File: config.mk
export PLATFORM = sky130hd
export DESIGN_NAME = systolic_feed_ctrl
export DESIGN_NICKNAME = d
export VERILOG_FILES = /design/src/rtl/systolic_pkg.sv /design/src/rtl/skew_line.sv /design/src/rtl/systolic_feed_ctrl.sv
export SDC_FILE = /design/constraint.sdc
export NUM_CORES = 1
export LEC_CHECK = 0
export CAP_MARGIN = 5
export CELL_PAD_IN_SITES_DETAIL_PLACEMENT = 1
export CELL_PAD_IN_SITES_GLOBAL_PLACEMENT = 1
export CORE_AREA = 3 3 304 306
export DETAILED_ROUTE_END_ITERATION = 10
export DIE_AREA = 0 0 307 309
export GPL_TIMING_DRIVEN = 0
export PLACE_DENSITY_LB_ADDON = 0.05
export REMOVE_ABC_BUFFERS = 1
export SETUP_SLACK_MARGIN = 0.15
export SKIP_CTS_REPAIR_TIMING = 1
export SYNTH_ARGS = -nofsm -noshare
export SYNTH_HDL_FRONTEND = slang
export SYNTH_SLANG_ARGS = --single-unit
File: constraint.sdc
create_clock -name clk -period 34.4 [get_ports clk]
set_clock_uncertainty 0.15 [all_clocks]
set_input_delay 3.44 -clock clk [delete_from_list [all_inputs] [get_ports clk]]
set_output_delay 3.44 -clock clk [all_outputs]
set_load 0.02 [all_outputs]
File: src/rtl/systolic_pkg.sv
// systolic_pkg: shared defaults and the FSM state type for the systolic feed controller.
package systolic_pkg;

  localparam int DEF_N          = 4;
  localparam int DEF_BIT_WIDTH  = 16;
  localparam int DEF_FRAC_WIDTH = 8;
  localparam int DEF_MAX_K      = 255;
  localparam int DEF_DRAIN_CYC  = 8;

  typedef enum logic [2:0] {
    IDLE,
    CLEAR,
    FEED,
    DRAIN,
    HOLD
  } state_t;

endpackage

File: src/rtl/skew_line.sv
// skew_line: DEPTH-stage shift register with synchronous clear, used to skew one
// operand lane so that lane i arrives at the array edge i cycles after lane 0.
module skew_line
  import systolic_pkg::*;
#(
  parameter int BIT_WIDTH = DEF_BIT_WIDTH,
  parameter int DEPTH     = 1
) (
  input  logic                 clk,
  input  logic                 clr,
  input  logic [BIT_WIDTH-1:0] d,
  output logic [BIT_WIDTH-1:0] q
);

  logic [BIT_WIDTH-1:0] stage_q [DEPTH];

  // Shift one stage per cycle; clr empties the whole line at once.
  always_ff @(posedge clk) begin
    if (clr) begin
      for (int s = 0; s < DEPTH; s++) stage_q[s] <= '0;
    end else begin
      stage_q[0] <= d;
      for (int s = 1; s < DEPTH; s++) stage_q[s] <= stage_q[s-1];
    end
  end

  assign q = stage_q[DEPTH-1];

endmodule

File: src/rtl/systolic_feed_ctrl.sv
// systolic_feed_ctrl: sequences one 4x4 block multiply on systolic_array_4x4.
// Clears the array, feeds K skewed A-column/B-row pairs, drains, then holds the
// captured rows behind a result handshake.
// Optional feature macro: BUBBLE_CNT_EN adds output bubble_cnt (FEED cycles with
// in_valid low, saturating at 16'hFFFF).
module systolic_feed_ctrl
  import systolic_pkg::*;
#(
  parameter int BIT_WIDTH  = DEF_BIT_WIDTH,
  parameter int FRAC_WIDTH = DEF_FRAC_WIDTH,
  parameter int N          = DEF_N,
  parameter int MAX_K      = DEF_MAX_K,
  parameter int DRAIN_CYC  = DEF_DRAIN_CYC
) (
  input  logic                   clk,
  input  logic                   rst_n,
  input  logic                   start,
  input  logic [7:0]             k_len,
  output logic                   busy,
  input  logic                   in_valid,
  output logic                   in_ready,
  input  logic [4*BIT_WIDTH-1:0] a_col,
  input  logic [4*BIT_WIDTH-1:0] b_row,
  output logic                   arr_rst_n,
  output logic [BIT_WIDTH-1:0]   west_in0,
  output logic [BIT_WIDTH-1:0]   west_in1,
  output logic [BIT_WIDTH-1:0]   west_in2,
  output logic [BIT_WIDTH-1:0]   west_in3,
  output logic [BIT_WIDTH-1:0]   north_in0,
  output logic [BIT_WIDTH-1:0]   north_in1,
  output logic [BIT_WIDTH-1:0]   north_in2,
  output logic [BIT_WIDTH-1:0]   north_in3,
  input  logic [4*BIT_WIDTH-1:0] row0,
  input  logic [4*BIT_WIDTH-1:0] row1,
  input  logic [4*BIT_WIDTH-1:0] row2,
  input  logic [4*BIT_WIDTH-1:0] row3,
  output logic                   res_valid,
  input  logic                   res_ready,
  output logic [4*BIT_WIDTH-1:0] res_row0,
  output logic [4*BIT_WIDTH-1:0] res_row1,
  output logic [4*BIT_WIDTH-1:0] res_row2,
  output logic [4*BIT_WIDTH-1:0] res_row3
`ifdef BUBBLE_CNT_EN
  ,
  output logic [15:0]            bubble_cnt
`endif
);

  localparam int             DCW        = $clog2(DRAIN_CYC + 1);
  localparam logic [7:0]     K_CLAMP    = 8'(MAX_K);
  localparam logic [DCW-1:0] DRAIN_LAST = DCW'(DRAIN_CYC - 1);

  // The lane wiring below is fixed at four; reject anything else at elaboration.
  if (N != 4 || DRAIN_CYC < 2 * N || FRAC_WIDTH >= BIT_WIDTH) begin : g_bad_cfg
    $error("systolic_feed_ctrl: unsupported parameter set");
  end

  state_t                 state_q, state_d;
  logic [7:0]             k_len_q, k_len_d;
  logic [7:0]             k_cnt_q, k_cnt_d;
  logic [DCW-1:0]         drain_cnt_q, drain_cnt_d;
  logic                   capture;
  logic                   accept;
  logic                   lane_clr;
  logic [4*BIT_WIDTH-1:0] row_in [4];
  logic [4*BIT_WIDTH-1:0] res_row_q [4];
  logic [BIT_WIDTH-1:0]   west_lane [4];
  logic [BIT_WIDTH-1:0]   north_lane [4];
`ifdef BUBBLE_CNT_EN
  logic [15:0]            bubble_q, bubble_d;
`endif

  assign accept   = (state_q == FEED) && in_valid;
  assign lane_clr = ~rst_n;

  // Skew lines: lane gi sees gi+1 registers; bubbles and non-FEED cycles push zeros.
  for (genvar gi = 0; gi < N; gi++) begin : g_lane
    skew_line #(.BIT_WIDTH(BIT_WIDTH), .DEPTH(gi + 1)) u_west (
      .clk (clk),
      .clr (lane_clr),
      .d   (accept ? a_col[gi*BIT_WIDTH +: BIT_WIDTH] : '0),
      .q   (west_lane[gi])
    );
    skew_line #(.BIT_WIDTH(BIT_WIDTH), .DEPTH(gi + 1)) u_north (
      .clk (clk),
      .clr (lane_clr),
      .d   (accept ? b_row[gi*BIT_WIDTH +: BIT_WIDTH] : '0),
      .q   (north_lane[gi])
    );
  end

  // Next-state and counter updates; all defaults hold the current value.
  always_comb begin
    state_d     = state_q;
    k_len_d     = k_len_q;
    k_cnt_d     = k_cnt_q;
    drain_cnt_d = drain_cnt_q;
    capture     = 1'b0;
`ifdef BUBBLE_CNT_EN
    bubble_d    = bubble_q;
`endif
    case (state_q)
      IDLE: begin
        if (start) begin
          k_len_d = (k_len > K_CLAMP) ? K_CLAMP : k_len;
          state_d = CLEAR;
        end
      end
      CLEAR: begin
        k_cnt_d     = '0;
        drain_cnt_d = '0;
`ifdef BUBBLE_CNT_EN
        bubble_d    = '0;
`endif
        state_d     = (k_len_q != 8'd0) ? FEED : DRAIN;
      end
      FEED: begin
        if (accept) begin
          if (k_cnt_q < k_len_q) k_cnt_d = k_cnt_q + 8'd1;
          if (k_cnt_q + 8'd1 == k_len_q) state_d = DRAIN;
        end
`ifdef BUBBLE_CNT_EN
        if (!in_valid && bubble_q != 16'hFFFF) bubble_d = bubble_q + 16'd1;
`endif
      end
      DRAIN: begin
        if (drain_cnt_q == DRAIN_LAST) begin
          capture = 1'b1;
          state_d = HOLD;
        end else begin
          drain_cnt_d = drain_cnt_q + 1'b1;
        end
      end
      HOLD: begin
        if (res_ready) state_d = IDLE;
      end
      default: state_d = IDLE;
    endcase
  end

  // State and counter registers with synchronous active-low reset.
  always_ff @(posedge clk) begin
    if (!rst_n) begin
      state_q     <= IDLE;
      k_len_q     <= '0;
      k_cnt_q     <= '0;
      drain_cnt_q <= '0;
`ifdef BUBBLE_CNT_EN
      bubble_q    <= '0;
`endif
    end else begin
      state_q     <= state_d;
      k_len_q     <= k_len_d;
      k_cnt_q     <= k_cnt_d;
      drain_cnt_q <= drain_cnt_d;
`ifdef BUBBLE_CNT_EN
      bubble_q    <= bubble_d;
`endif
    end
  end

  assign row_in[0] = row0;
  assign row_in[1] = row1;
  assign row_in[2] = row2;
  assign row_in[3] = row3;

  // Result capture on the last drain cycle; held until the next job's capture.
  always_ff @(posedge clk) begin
    if (!rst_n) begin
      for (int r = 0; r < 4; r++) res_row_q[r] <= '0;
    end else if (capture) begin
      for (int r = 0; r < 4; r++) res_row_q[r] <= row_in[r];
    end
  end

  assign busy      = (state_q != IDLE);
  assign in_ready  = (state_q == FEED);
  assign res_valid = (state_q == HOLD);
  assign arr_rst_n = rst_n & (state_q != CLEAR);

  assign west_in0  = west_lane[0];
  assign west_in1  = west_lane[1];
  assign west_in2  = west_lane[2];
  assign west_in3  = west_lane[3];
  assign north_in0 = north_lane[0];
  assign north_in1 = north_lane[1];
  assign north_in2 = north_lane[2];
  assign north_in3 = north_lane[3];

  assign res_row0  = res_row_q[0];
  assign res_row1  = res_row_q[1];
  assign res_row2  = res_row_q[2];
  assign res_row3  = res_row_q[3];
`ifdef BUBBLE_CNT_EN
  assign bubble_cnt = bubble_q;
`endif

endmodule

## Word level (Yosys, flattened, before mapping)

Memory sizes are Yosys's and may differ from the RTL's.
Index checks and enable logic that the tools add are counted.

| word-level totals | value |
|---|---|
| memories kept | 9 |
| input port bits | 397 |
| flip-flop bits (word level) | 23 |
| output and inout port bits | 388 |
| logic and storage cells | 120 |
| memory bits (writable) | 576 |

Memory list:

| name | words | bits a word | rd ports | clocked after memory_dff | write ports | RTL line | source |
|---|---|---|---|---|---|---|---|
| res_row_q | 4 | 64 | 4 | 0 | 4 | systolic_feed_ctrl.sv:66 | `logic [4*BIT_WIDTH-1:0] res_row_q [4];` |
| g_lane[3].u_north.stage_q | 4 | 16 | 4 | 0 | 4 | skew_line.sv:15 | `logic [BIT_WIDTH-1:0] stage_q [DEPTH];` |
| g_lane[3].u_west.stage_q | 4 | 16 | 4 | 0 | 4 | skew_line.sv:15 |  |
| g_lane[2].u_north.stage_q | 3 | 16 | 3 | 0 | 3 | skew_line.sv:15 |  |
| g_lane[2].u_west.stage_q | 3 | 16 | 3 | 0 | 3 | skew_line.sv:15 |  |
| g_lane[1].u_north.stage_q | 2 | 16 | 2 | 0 | 2 | skew_line.sv:15 |  |
| +3 memories | -- | -- | -- | -- | -- | -- |  |

| operators by class | value |
|---|---|
| mux-type cells | 54 |
| reduce and logical (&&, ||, !) cells | 12 |
| add/subtract/negate cells | 2 |
| $lt $le $gt $ge | 2 |
| bitwise operators | 23 |
| equal/unequal tests | 14 |

Operators by type and width:

| cell | number |
|---|---|
| 16-bit two-way mux | 28 |
| 64-bit two-way mux | 4 |
| 16-bit OR reduction | 2 |
| 8-bit two-way mux | 3 |
| 1-bit bitwise OR | 22 |
| 8-bit one-hot mux with 2 select lines | 1 |
| 3-bit two-way mux | 5 |
| 3-bit one-hot mux with 5 select lines | 1 |
| 1-bit two-way mux | 10 |
| 8-bit by 1-bit adder with 8-bit output (second input constant) | 1 |
| 8-bit == test | 1 |
| 8-bit > comparator (second input constant) | 1 |
| 8-bit < comparator | 1 |
| 2-bit by 1-bit != test with 1-bit output (second input constant) | 4 |
| 4-bit one-hot mux with 2 select lines | 1 |
| 8-bit nonzero test | 1 |
| 3-bit by 2-bit == test with 1-bit output (second input constant) | 2 |
| 2-bit != test (second input constant) | 3 |
| 5-bit AND reduction | 1 |
| 4-bit by 1-bit adder with 4-bit output (second input constant) | 1 |
| 4-bit by 3-bit == test with 1-bit output (second input constant) | 1 |
| 4-bit two-way mux | 1 |
| 2-bit AND reduction | 2 |
| 2-bit nonzero test | 2 |
| 8 further kinds | 8 |

## Depth between registers and ports, before layout

Gate-level depths: netlist of run 1.

| depth | value |
|---|---|
| word-level depth | 7 |
| gate-level depth with buffers | 8 |
| mapped depth without buffers | 8 |

## Hierarchy

From an unflattened synthesis of run 1, not the netlist that was laid out.

| second synthesis, totals | value |
|---|---|
| cells, all modules | 1653 |
| area, all modules | 21484.4 µm² |

Modules (own cells, without submodules):

| module | cells each | sequential area each (µm²) | times used | area an instance (µm²) |
|---|---|---|---|---|
| systolic_feed_ctrl | 917 | 8147.8 | 1 | 11902.7 |
| skew_line at g_lane[3].u_north ... | 135 | 1281.2 | 2 | 1918.1 |
| skew_line at g_lane[2].u_north ... | 117 | 960.9 | 2 | 1425.1 |
| skew_line at g_lane[1].u_north ... | 83 | 640.6 | 2 | 983.4 |
| skew_line at g_lane[0].u_north ... | 33 | 320.3 | 2 | 464.2 |

## Worst setup path before layout of run 1

OpenSTA, ideal clock, no wires.

| path | value |
|---|---|
| path type | register -> register |
| start | register drain_cnt_q[0] |
| end | memory res_row_q[0][0] (netlist name), enable pin |
| setup time | 1227 ps |
| stages on the path, launching flop included | 6 |
| data arrival time | 18699 ps |
| required time | 33023 ps |
| clock period less this slack | 20076 ps |
| buffers on the path | 0 |
| path slack | 14324 ps |
| cells stage by stage | dfxtp_1 > ha_1 > nand2_1 > nor2_1 > nand2_1 > o21ai_0 |

RTL lines:

| element | RTL line | source |
|---|---|---|
| from (decl) | systolic_feed_ctrl.sv:61 | `logic [DCW-1:0] drain_cnt_q, drain_cnt_d;` |
| from (signal assigned) | systolic_feed_ctrl.sv:155 | `drain_cnt_q <= drain_cnt_d;` |
| to (decl) | systolic_feed_ctrl.sv:66 |  |

## Worst setup path after layout of run 1

| path | value |
|---|---|
| start | input port rst_n |
| end | output port arr_rst_n |

| between the ends | value |
|---|---|
| longest elaborated chain between the ends | 1 |

RTL lines:

| element | RTL line | source |
|---|---|---|
| from (decl) | systolic_feed_ctrl.sv:16 | `input logic rst_n,` |
| 1-bit bitwise AND | systolic_feed_ctrl.sv:179 | `assign arr_rst_n = rst_n & (state_q != CLEAR);` |
| to (decl) | systolic_feed_ctrl.sv:24 | `output logic arr_rst_n,` |

No other way between the ends.

==> flow_summary.toml, run 1 <==
[route]
drtIter0Drc = 615
avgRoutedWirePerCell_um = 22.6
routed_wl_um = 78000
remaining_drc_errors = 0
detail_route.first_pass.iterations = 4
post_drt_via_cell_ratio = 4.07
vias = 14100
drtAntennaViolNets = 0

[timing]
grt_setup_unrepaired = "no"
worst_slew_pin_slew_ns = 0.938
min_period_ns = 8.68
period_share_pct = 25.2
totalNegativeSetupSlack_ns = 0
setup_viol = 0
drv_slew = 0
fmaxAchievable_mhz = 115
finalHoldViolCount = 0
relSlewSlack_pct = 37.2

[yosys]
syn_avg_cell_area_um2 = 13.3
ys.flop_type = "dfxtp_1"
synth_enable_flop_cells = 256
synth.distinct_cells = 43
syn_area_um2 = 20200
syn_inst = 1516
ys_seq_area_share_pct = 72.1
async_reset_ff_share_pct = 0
ys_seq_elements = 599
yosysWarnings = 0

[grt]
grt.total_usage_pct = 15.9
grt_pass1_wl_um = 110000
overflow = 0
grt_start_max_net_pins = 174
grt_pass1_vias = 14500
grt_antenna_before_repair = 23

[setup_path]
worst_setup_path_start_kind = "input pin"
worstPathMaxFanout = 120
ff2ff_setup_slack_ns = 30.96
endpoint_kind = "output port"
critPathKind = "in -> out"
crit_arrival_ns = 5.09
cp_data_required_time_ns = 30.81

[flow_run]
max_cap_viol_count = 0

[cells_and_area]
utilization_pct = 34.9
drive_gt1_share_pct = 6.55
area_delta_synth_final_pct = 55.2
stdcell_count = 3457
final_area_um2 = 31300
final_nets = 2625

[pwr]
peakVddDrop_mv = 0.0303
power_density_nw_per_um2 = 52.4
cellLeakagePower_nw = 12.6
power.total_mw = 1.64

[clock_network]
clock-sinks = 599
h-tree-depth = 3
clkTransAtPathRegs_ns = 0.05
clk_latency_ns = 0.60
root_buffer = "clkbuf_16"
cts_tree = "built"
cts_buffer_depth = 3
cts_made_buffers = 74

[floorplanning]
core.rowCount = 110
core_um2 = 89900
start_util_pct = 22.5
io_pins = 785
die_area_um2 = 94900
die_w_um = 307
dieHeight_um = 309

[worst_hold_path]
hold_class = "reg -> reg"

[placed_design]
dp_cells = 3318
io_buffers = 784
gp_congestion = 0.797
dpl_cell_area_um2 = 29000
dp.final_hpwl_um = 59200

[status]
outcome = "complete, no violations"
-- final cells by class --
class                   count  area (um^2)
fillers                  9591        58500
flip-flops and latches    599        14600
repair buffers            804         8300
multi-input cells         730         4620
clock buffers             104         2130
well taps                1176         1470
clock inverters            29          208
inverters                   9         33.8
diodes                      6         15.0
-- layer usage --
layer | vias to the layer above | share of wire (%) | track usage, % | wire (um)
met1 | 6921 | 38 | 17.6 | 30000
met5 | - | 0.15 | 0 | 114
met2 | 513 | 49 | 27.9 | 38600
met3 | 121 | 9.8 | 6.85 | 7680
met4 | 18 | 2.1 | 4.43 | 1660
li1 | 6492 | - | - | -
-- per-stage QoR --
stage	hold WS (ns)	setup slack, ns
6_report	0.275	25.72
5_1_grt	0.276	25.57
4_1_cts	0.275	25.68
3_5_place_dp	0.270	25.67
3_3_place_gp	0.263	-80.29
2_1_floorplan	0.262	14.31
-- kinds of logic after synthesis --
logic type / count (synthesis) / synth area share, %
flops: 599 / 72.1
compound gates: 44 / 1.52
xor+xnor: 11 / 0.477
simple gates: 663 / 20.1
mux: 2 / 0.0992
buf+inv: 187 / 5.13
fa+ha+maj: 10 / 0.620
-- worst paths after layout --
check                                  startpoint                               to  cells past startpoint
hold / removal    g_lane[3].u_west.stage_q[0][33]  g_lane[3].u_west.stage_q[0][49]                      1
setup reg to reg                   drain_cnt_q[0]                 res_row_q[2][60]                     10
setup / recovery                            rst_n                        arr_rst_n                      4
hold reg to reg   g_lane[3].u_west.stage_q[0][33]  g_lane[3].u_west.stage_q[0][49]                      1
-- critical path, cell delays in order --
cell	delay [ns]
buf_8	0.33
buf_16	0.35
o21a_1	0.19
clkdlybuf4s50_1	0.64
-- sequential cells by signal (all words and copies together), names as in the netlist --
name,count
res_row_q,256
g_lane.u_north.stage_q,160
g_lane.u_west.stage_q,160
k_cnt_q,8
state_q,3
drain_cnt_q,4
k_len_q,8
-- synth_stat cells (all sizes together) (3+ instances only) --
| master | n | area share, % |
|---|---|---|
| o31ai | 4 | 0.15 |
| xnor2 | 5 | 0.22 |
| inv | 9 | 0.17 |
| xor2 | 6 | 0.26 |
| ha | 10 | 0.62 |
| buf | 87 | 3.2 |
| edfxtp | 256 | 38 |
| nand3 | 9 | 0.25 |
| nor3b | 3 | 0.14 |
| and2 | 323 | 10 |
| and3 | 257 | 8.0 |
| a31o | 6 | 0.26 |
| nor2b | 6 | 0.19 |
| nand2 | 40 | 0.74 |
| nor2 | 10 | 0.22 |
| clkbuf | 91 | 1.8 |
| dfxtp | 343 | 34 |
| a21oi | 7 | 0.17 |
| o21ai | 12 | 0.33 |
| a21boi | 8 | 0.30 |
-- power breakdown --
part / total, mW / internal (mW) / switching (mW)
combinational: 0.129 / 0.0709 / 0.0582
sequential: 0.763 / 0.757 / 0.00644
clock: 0.748 / 0.440 / 0.309
total: 1.64 / 1.27 / 0.373
-- layout by cell type (no fill, tap or decap), types with 3 or more instances in the layout --
| cell type | synthesis | final |
|---|---|---|
| dfxtp_1 | 343 | 343 |
| a21boi_0 | 8 | 8 |
| nand2_1 | 40 | 40 |
| xnor2_1 | 5 | 5 |
| xor2_1 | 6 | 6 |
| edfxtp_1 | 256 | 256 |
| a31o_2 | 6 | 6 |
| clkbuf_8 | 0 | 13 |
| clkbuf_1 | 76 | 13 |
| nand3_1 | 8 | 8 |
| inv_6 | 0 | 3 |
| nor2_1 | 7 | 7 |
| nor2b_1 | 6 | 6 |
| clkinv_1 | 0 | 9 |
| diode_2 | 0 | 6 |
| ha_1 | 10 | 10 |
| a21oi_1 | 7 | 7 |
| buf_12 | 0 | 14 |
| and3_1 | 257 | 256 |
| o31ai_1 | 4 | 4 |
| inv_1 | 9 | 9 |
| buf_16 | 0 | 6 |
| clkbuf_4 | 0 | 3 |
| clkinv_8 | 0 | 3 |
| o21ai_0 | 8 | 7 |
| clkinv_2 | 0 | 11 |
| and2_1 | 323 | 323 |
| clkbuf_16 | 0 | 75 |
| clkdlybuf4s50_1 | 0 | 783 |
No activity file was read; power rests on OpenSTA's default activity.
==> run 2: changes to the inputs <==
--- a/config.mk
+++ b/config.mk
@@ -8,9 +8,9 @@
 export CAP_MARGIN = 5
 export CELL_PAD_IN_SITES_DETAIL_PLACEMENT = 1
 export CELL_PAD_IN_SITES_GLOBAL_PLACEMENT = 1
-export CORE_AREA = 3 3 304 306
+export CORE_AREA = 3 3 300 302
 export DETAILED_ROUTE_END_ITERATION = 10
-export DIE_AREA = 0 0 307 309
+export DIE_AREA = 0 0 303 305
 export GPL_TIMING_DRIVEN = 0
 export PLACE_DENSITY_LB_ADDON = 0.05
 export REMOVE_ABC_BUFFERS = 1
==> constraint.sdc (replaced) <==
create_clock -name clk -period 7.5 [get_ports clk]
set_clock_uncertainty 0.15 [all_clocks]
set_input_delay 0.75 -clock clk [delete_from_list [all_inputs] [get_ports clk]]
set_output_delay 0.75 -clock clk [all_outputs]
set_load 0.02 [all_outputs]
==> run 2 against run 1 <==
  * Sequential share of layout area is 0.063 points lower
  * Final cell count is 0.12% lower
  * Sequential power grew to 4.6 times the previous value
  * Clock-buffer cell count is 11 higher
  * Global-route usage is 0.35 points higher
  * Wire length is 0.25% lower
==> flow_summary.toml, run 2 (synthesis gave the netlist of run 1 again) <==
[cells_and_area]
final_nets = 2627
stdcell_count = 3453
layout_commonest_cell = "clkdlybuf4s50_1"
largest_reg_flops = 256
area_delta_synth_final_pct = 55.4
largestRegisters = "res_row_q (256), g_lane.u_north.stage_q (160), g_lane.u_west.stage_q (160)"
drive_gt1_share_pct = 6.28
final_cell_mix = "783 x clkdlybuf4s50_1, 343 x dfxtp_1, 323 x and2_1"
final_area_um2 = 31400
n_fill_cell = 9293
top_register = "res_row_q"
utilization_pct = 35.7

[route]
drtAntennaViolNets = 0
remaining_drc_errors = 0
detail_route.first_pass.iterations = 4
routed_wl_um = 77800
drtIter0Drc = 550
avgRoutedWirePerCell_um = 22.5
post_drt_via_cell_ratio = 4.08
vias = 14100

[pwr]
peakVddDrop_mv = 0.133
cellLeakagePower_nw = 12.6
power_density_nw_per_um2 = 241
power.total_mw = 7.57

[floorplanning]
start_util_pct = 22.9
dieHeight_um = 305
io_pins = 785
core.rowCount = 109
die_area_um2 = 92400
die_w_um = 303
core_um2 = 88000

[setup_path]
worstPathMaxFanout = 11
worst_setup_path_start_kind = "flop"
cp_data_required_time_ns = 6.60
crit_arrival_ns = 2.74
critPathKind = "reg -> out"
cp_cell_sequence = "nor3b_2 -> clkdlybuf4s50_1"
cpMaxStageDelayCell = "nor3b_2"
cpPeakStageDelay_ns = 0.79
endpoint_kind = "output port"

[grt]
grt_busiest_layer = "met2"
grt_pass1_wl_um = 109000
met1_usage_pct = 17.0
grt_pass1_vias = 14600
overflow = 0
grt_antenna_before_repair = 21
grtUsageMet2_pct = 29.2
grt_start_max_net_pins = 173
use_met3_pct = 7.32
grt.total_usage_pct = 16.2

[timing]
min_period_ns = 3.64
relSlewSlack_pct = 41.8
fmaxAchievable_mhz = 275
period_share_pct = 48.5
setup_viol = 0
grt_setup_unrepaired = "no"
worst_slew_pin_slew_ns = 0.869
finalHoldViolCount = 0
drv_slew = 0

[clock_network]
root_buffer = "clkbuf_16"
clock-sinks = 599
cts_made_buffers = 76
clkTransAtPathRegs_ns = 0.06
cts_buffer_depth = 3
h-tree-depth = 3
cts_tree = "built"
clk_latency_ns = 0.59

[placed_design]
io_buffers = 784
gp_congestion = 0.780
dpl_cell_area_um2 = 29000
dp_cells = 3307
dp.final_hpwl_um = 58700

[flow_run]
max_cap_viol_count = 0

[worst_hold_path]
hold_class = "reg -> reg"

[status]
outcome = "complete, no violations"
## run 2: metal layers
| layer | vias up | wire length [um] |
|---|---|---|
| met5 | - | 77 |
| met3 | 107 | 8380 |
| met2 | 513 | 39800 |
| met4 | 12 | 1550 |
| li1 | 6500 | - |
| met1 | 6944 | 28100 |
## run 2: cell type report
type / instances / area, um^2 / share of cell area [%]
clock buffers: 115 / 2200 / 7.02
well taps: 1165 / 1460 / 4.65
multi-input cells: 730 / 4620 / 14.7
diodes: 11 / 27.5 / 0.0878
inverters: 9 / 33.8 / 0.108
repair buffers: 804 / 8310 / 26.5
flip-flops and latches: 599 / 14600 / 46.4
clock inverters: 20 / 161 / 0.515
## run 2: report_power, final
| group | leakage [nW] | switching, mW | internal [mW] |
|---|---|---|---|
| Sequential | 5.41 | 0.0289 | 3.47 |
| Clock | 1.15 | 1.41 | 2.06 |
| Combinational | 6.05 | 0.267 | 0.326 |
## run 2: worst paths after layout
path / start / endpoint / slack [ns] / cells past startpoint
worst max register to register: drain_cnt_q[0] / res_row_q[2][24] / 4.23 / 11
worst min register to register: g_lane[3].u_north.stage_q[0][8] / g_lane[3].u_north.stage_q[1][8] / 0.26 / 1
worst max-delay path: state_q[1] / in_ready / 3.86 / 2
worst min-delay path: g_lane[3].u_north.stage_q[0][8] / g_lane[3].u_north.stage_q[1][8] / 0.26 / 1
## run 2: worst max-delay path: cells and delay by family (launching register included)
kind	cells	cell delay [ns]
DFF	1	0.56
buffers and inverters	1	0.79
and+or+nand+nor	1	0.79
## run 2: metrics by stage
stage	setup slack (ns)	hold WS [ns]	setup TNS, ns
after global placement	-103.42	0.263	-
after detailed placement	3.69	0.270	0
after CTS	3.74	0.263	0
after floorplan	-12.59	0.262	-3221.85
final	3.86	0.263	0
after global routing	3.65	0.281	0
==> run 3: changes to the inputs <==
--- a/config.mk
+++ b/config.mk
@@ -8,9 +8,9 @@
 export CAP_MARGIN = 5
 export CELL_PAD_IN_SITES_DETAIL_PLACEMENT = 1
 export CELL_PAD_IN_SITES_GLOBAL_PLACEMENT = 1
-export CORE_AREA = 3 3 300 302
+export CORE_AREA = 3 3 304 306
 export DETAILED_ROUTE_END_ITERATION = 10
-export DIE_AREA = 0 0 303 305
+export DIE_AREA = 0 0 307 309
 export GPL_TIMING_DRIVEN = 0
 export PLACE_DENSITY_LB_ADDON = 0.05
 export REMOVE_ABC_BUFFERS = 1
==> constraint.sdc (replaced) <==
create_clock -name clk -period 3.8 [get_ports clk]
set_clock_uncertainty 0.15 [all_clocks]
set_input_delay 0.38 -clock clk [delete_from_list [all_inputs] [get_ports clk]]
set_output_delay 0.38 -clock clk [all_outputs]
set_load 0.02 [all_outputs]
==> run 3 against run 2 <==
  * Flip-flop and latch count did not move
  * First-iteration DRC count increased by 10%
  * Final cell count is 0.14% higher
  * Power up 96%
  * Via count barely moved
  * Register-to-register slack lost 3.7 ns
  * Worst setup slack worse by 3.4 ns
  * Combinational power grew 97%
  * Clock power up 95%
  * Critical path type unchanged
  * Highest routed layer unchanged
==> flow_summary.toml, run 3 (synthesis gave the netlist of run 1 again) <==
[cells_and_area]
largest_reg_flops = 256
largestRegisters = "res_row_q (256), g_lane.u_north.stage_q (160), g_lane.u_west.stage_q (160)"
layout_commonest_cell = "clkdlybuf4s50_1"
drive_gt1_share_pct = 6.59
top_register = "res_row_q"
utilization_pct = 34.9
n_fill_cell = 9594
final_cell_mix = "783 x clkdlybuf4s50_1, 343 x dfxtp_1, 323 x and2_1"
final_nets = 2626
stdcell_count = 3458
area_delta_synth_final_pct = 55.2

[setup_path]
r2r_start = "drain_cnt_q[0]"
critPathKind = "reg -> out"
ff2ff_setup_slack_ns = 0.52
worstPathMaxFanout = 11
cp_data_required_time_ns = 3.27
rr_endpoint = "res_row_q[2][60]"
endpoint_kind = "output port"
crit_arrival_ns = 2.78
worst_setup_path_start_kind = "flop"
r2r_cells = 10

[placed_design]
place_worst_setup_slack_ns = 0.286
dp.final_hpwl_um = 59200
io_buffers = 784
gp_congestion = 0.797
dp_cells = 3318

[status]
outcome = "complete, no violations"

[timing]
whs_ns = 0.188
layout_setup_ws_ns = 0.487
drv_slew = 0
worst_slew_pin_slew_ns = 0.931
min_period_ns = 3.31
grt_setup_unrepaired = "no"
fmaxAchievable_mhz = 302
setup_viol = 0
period_share_pct = 87.2
finalHoldViolCount = 0
relSlewSlack_pct = 37.7

[worst_hold_path]
hold_depth = 2
hold_class = "in -> reg"
hold_path_startpoint = "a_col[2]"
min_to = "g_lane[0].u_west.stage_q[0][2]"

[pwr]
power_density_nw_per_um2 = 474
cellLeakagePower_nw = 12.6
peakVddDrop_mv = 0.274

[clock_network]
h-tree-depth = 3
root_buffer = "clkbuf_16"
clkTransAtPathRegs_ns = 0.06
cts_buffer_depth = 3
clk_latency_ns = 0.60
clock-sinks = 599
cts_tree = "built"
cts_made_buffers = 74

[grt]
grt_pass1_wl_um = 110000
overflow = 0
grt_antenna_before_repair = 23
grt_pass1_vias = 14500
grt.total_usage_pct = 15.9
grt_start_max_net_pins = 174

[route]
drtIter0Drc = 607
post_drt_via_cell_ratio = 4.07
vias = 14100
routed_wl_um = 78200
remaining_drc_errors = 0
drtAntennaViolNets = 0
avgRoutedWirePerCell_um = 22.6
detail_route.first_pass.iterations = 4

[floorplanning]
core.rowCount = 110
io_pins = 785
start_util_pct = 22.5
core_um2 = 89900
dieHeight_um = 309
die_w_um = 307
die_area_um2 = 94900

[flow_run]
max_cap_viol_count = 0
==> run 3: cell count changes in the layout (fill, tap and decap cells not counted), sizes merged <==
cell	change
clkbuf	-11
o21ai	+1
clkinvlp	-1
clkinv	+10
diode	-5
==> run 3: per-layer routing <==
layer  up-vias  global-route usage, %  share of wire [%]
li1       6497                      -                  -
met1      6921                   17.6                 38
met2       509                   27.9                 50
met3       121                   6.85                9.9
met4        18                   4.43                2.1
met5         -                      0               0.15
==> run 3: worst max-delay path by stage <==
stage / from / to / slack [ns] / cells after the start
final: state_q[1] / in_ready / 0.49 / 2
after global routing: drain_cnt_q[0] / res_row_q[2][47] / 0.29 / 10
after CTS: drain_cnt_q[0] / res_row_q[2][15] / 0.26 / 10
after detailed placement: drain_cnt_q[0] / res_row_q[2][60] / 0.29 / 10
after global placement: rst_n / res_row_q[2][15] / -107.83 / 2
after floorplan: drain_cnt_q[0] / res_row_q[0][0] / -16.29 / 5
==> run 3: where the power goes <==
part,leakage (nW),internal (mW),switching (mW)
sequential,5.41,6.85,0.0583
clock,1.16,3.98,2.80
combinational,6.05,0.642,0.528
==> run 3: through the flow <==
stage / setup TNS (ns) / power (mW) / cell area, um^2
after detailed placement: 0 / 8.24 / 29000
after global placement: - / 8.35 / 28500
after floorplan: -4398.87 / 7.46 / 19200
after CTS: 0 / 15.2 / 31300
after global routing: 0 / 15.5 / 31300
final: 0 / 14.9 / 31300
==> run 3: final cells by class <==
class                   instances  area, um^2  area share (%)
flip-flops and latches        599       14600            46.4
repair buffers                804        8300            26.5
multi-input cells             731        4630            14.8
clock buffers                 104        2130            6.79
well taps                    1176        1470            4.70
clock inverters                29         208           0.663
inverters                       9        33.8           0.108
diodes                          6        15.0          0.0479
==> run 3: worst max-delay path, stage by stage (launching register included) <==
cell and delay [ns]:
dfxtp_1 0.55, nor3b_2 0.83, clkdlybuf4s50_1 0.80
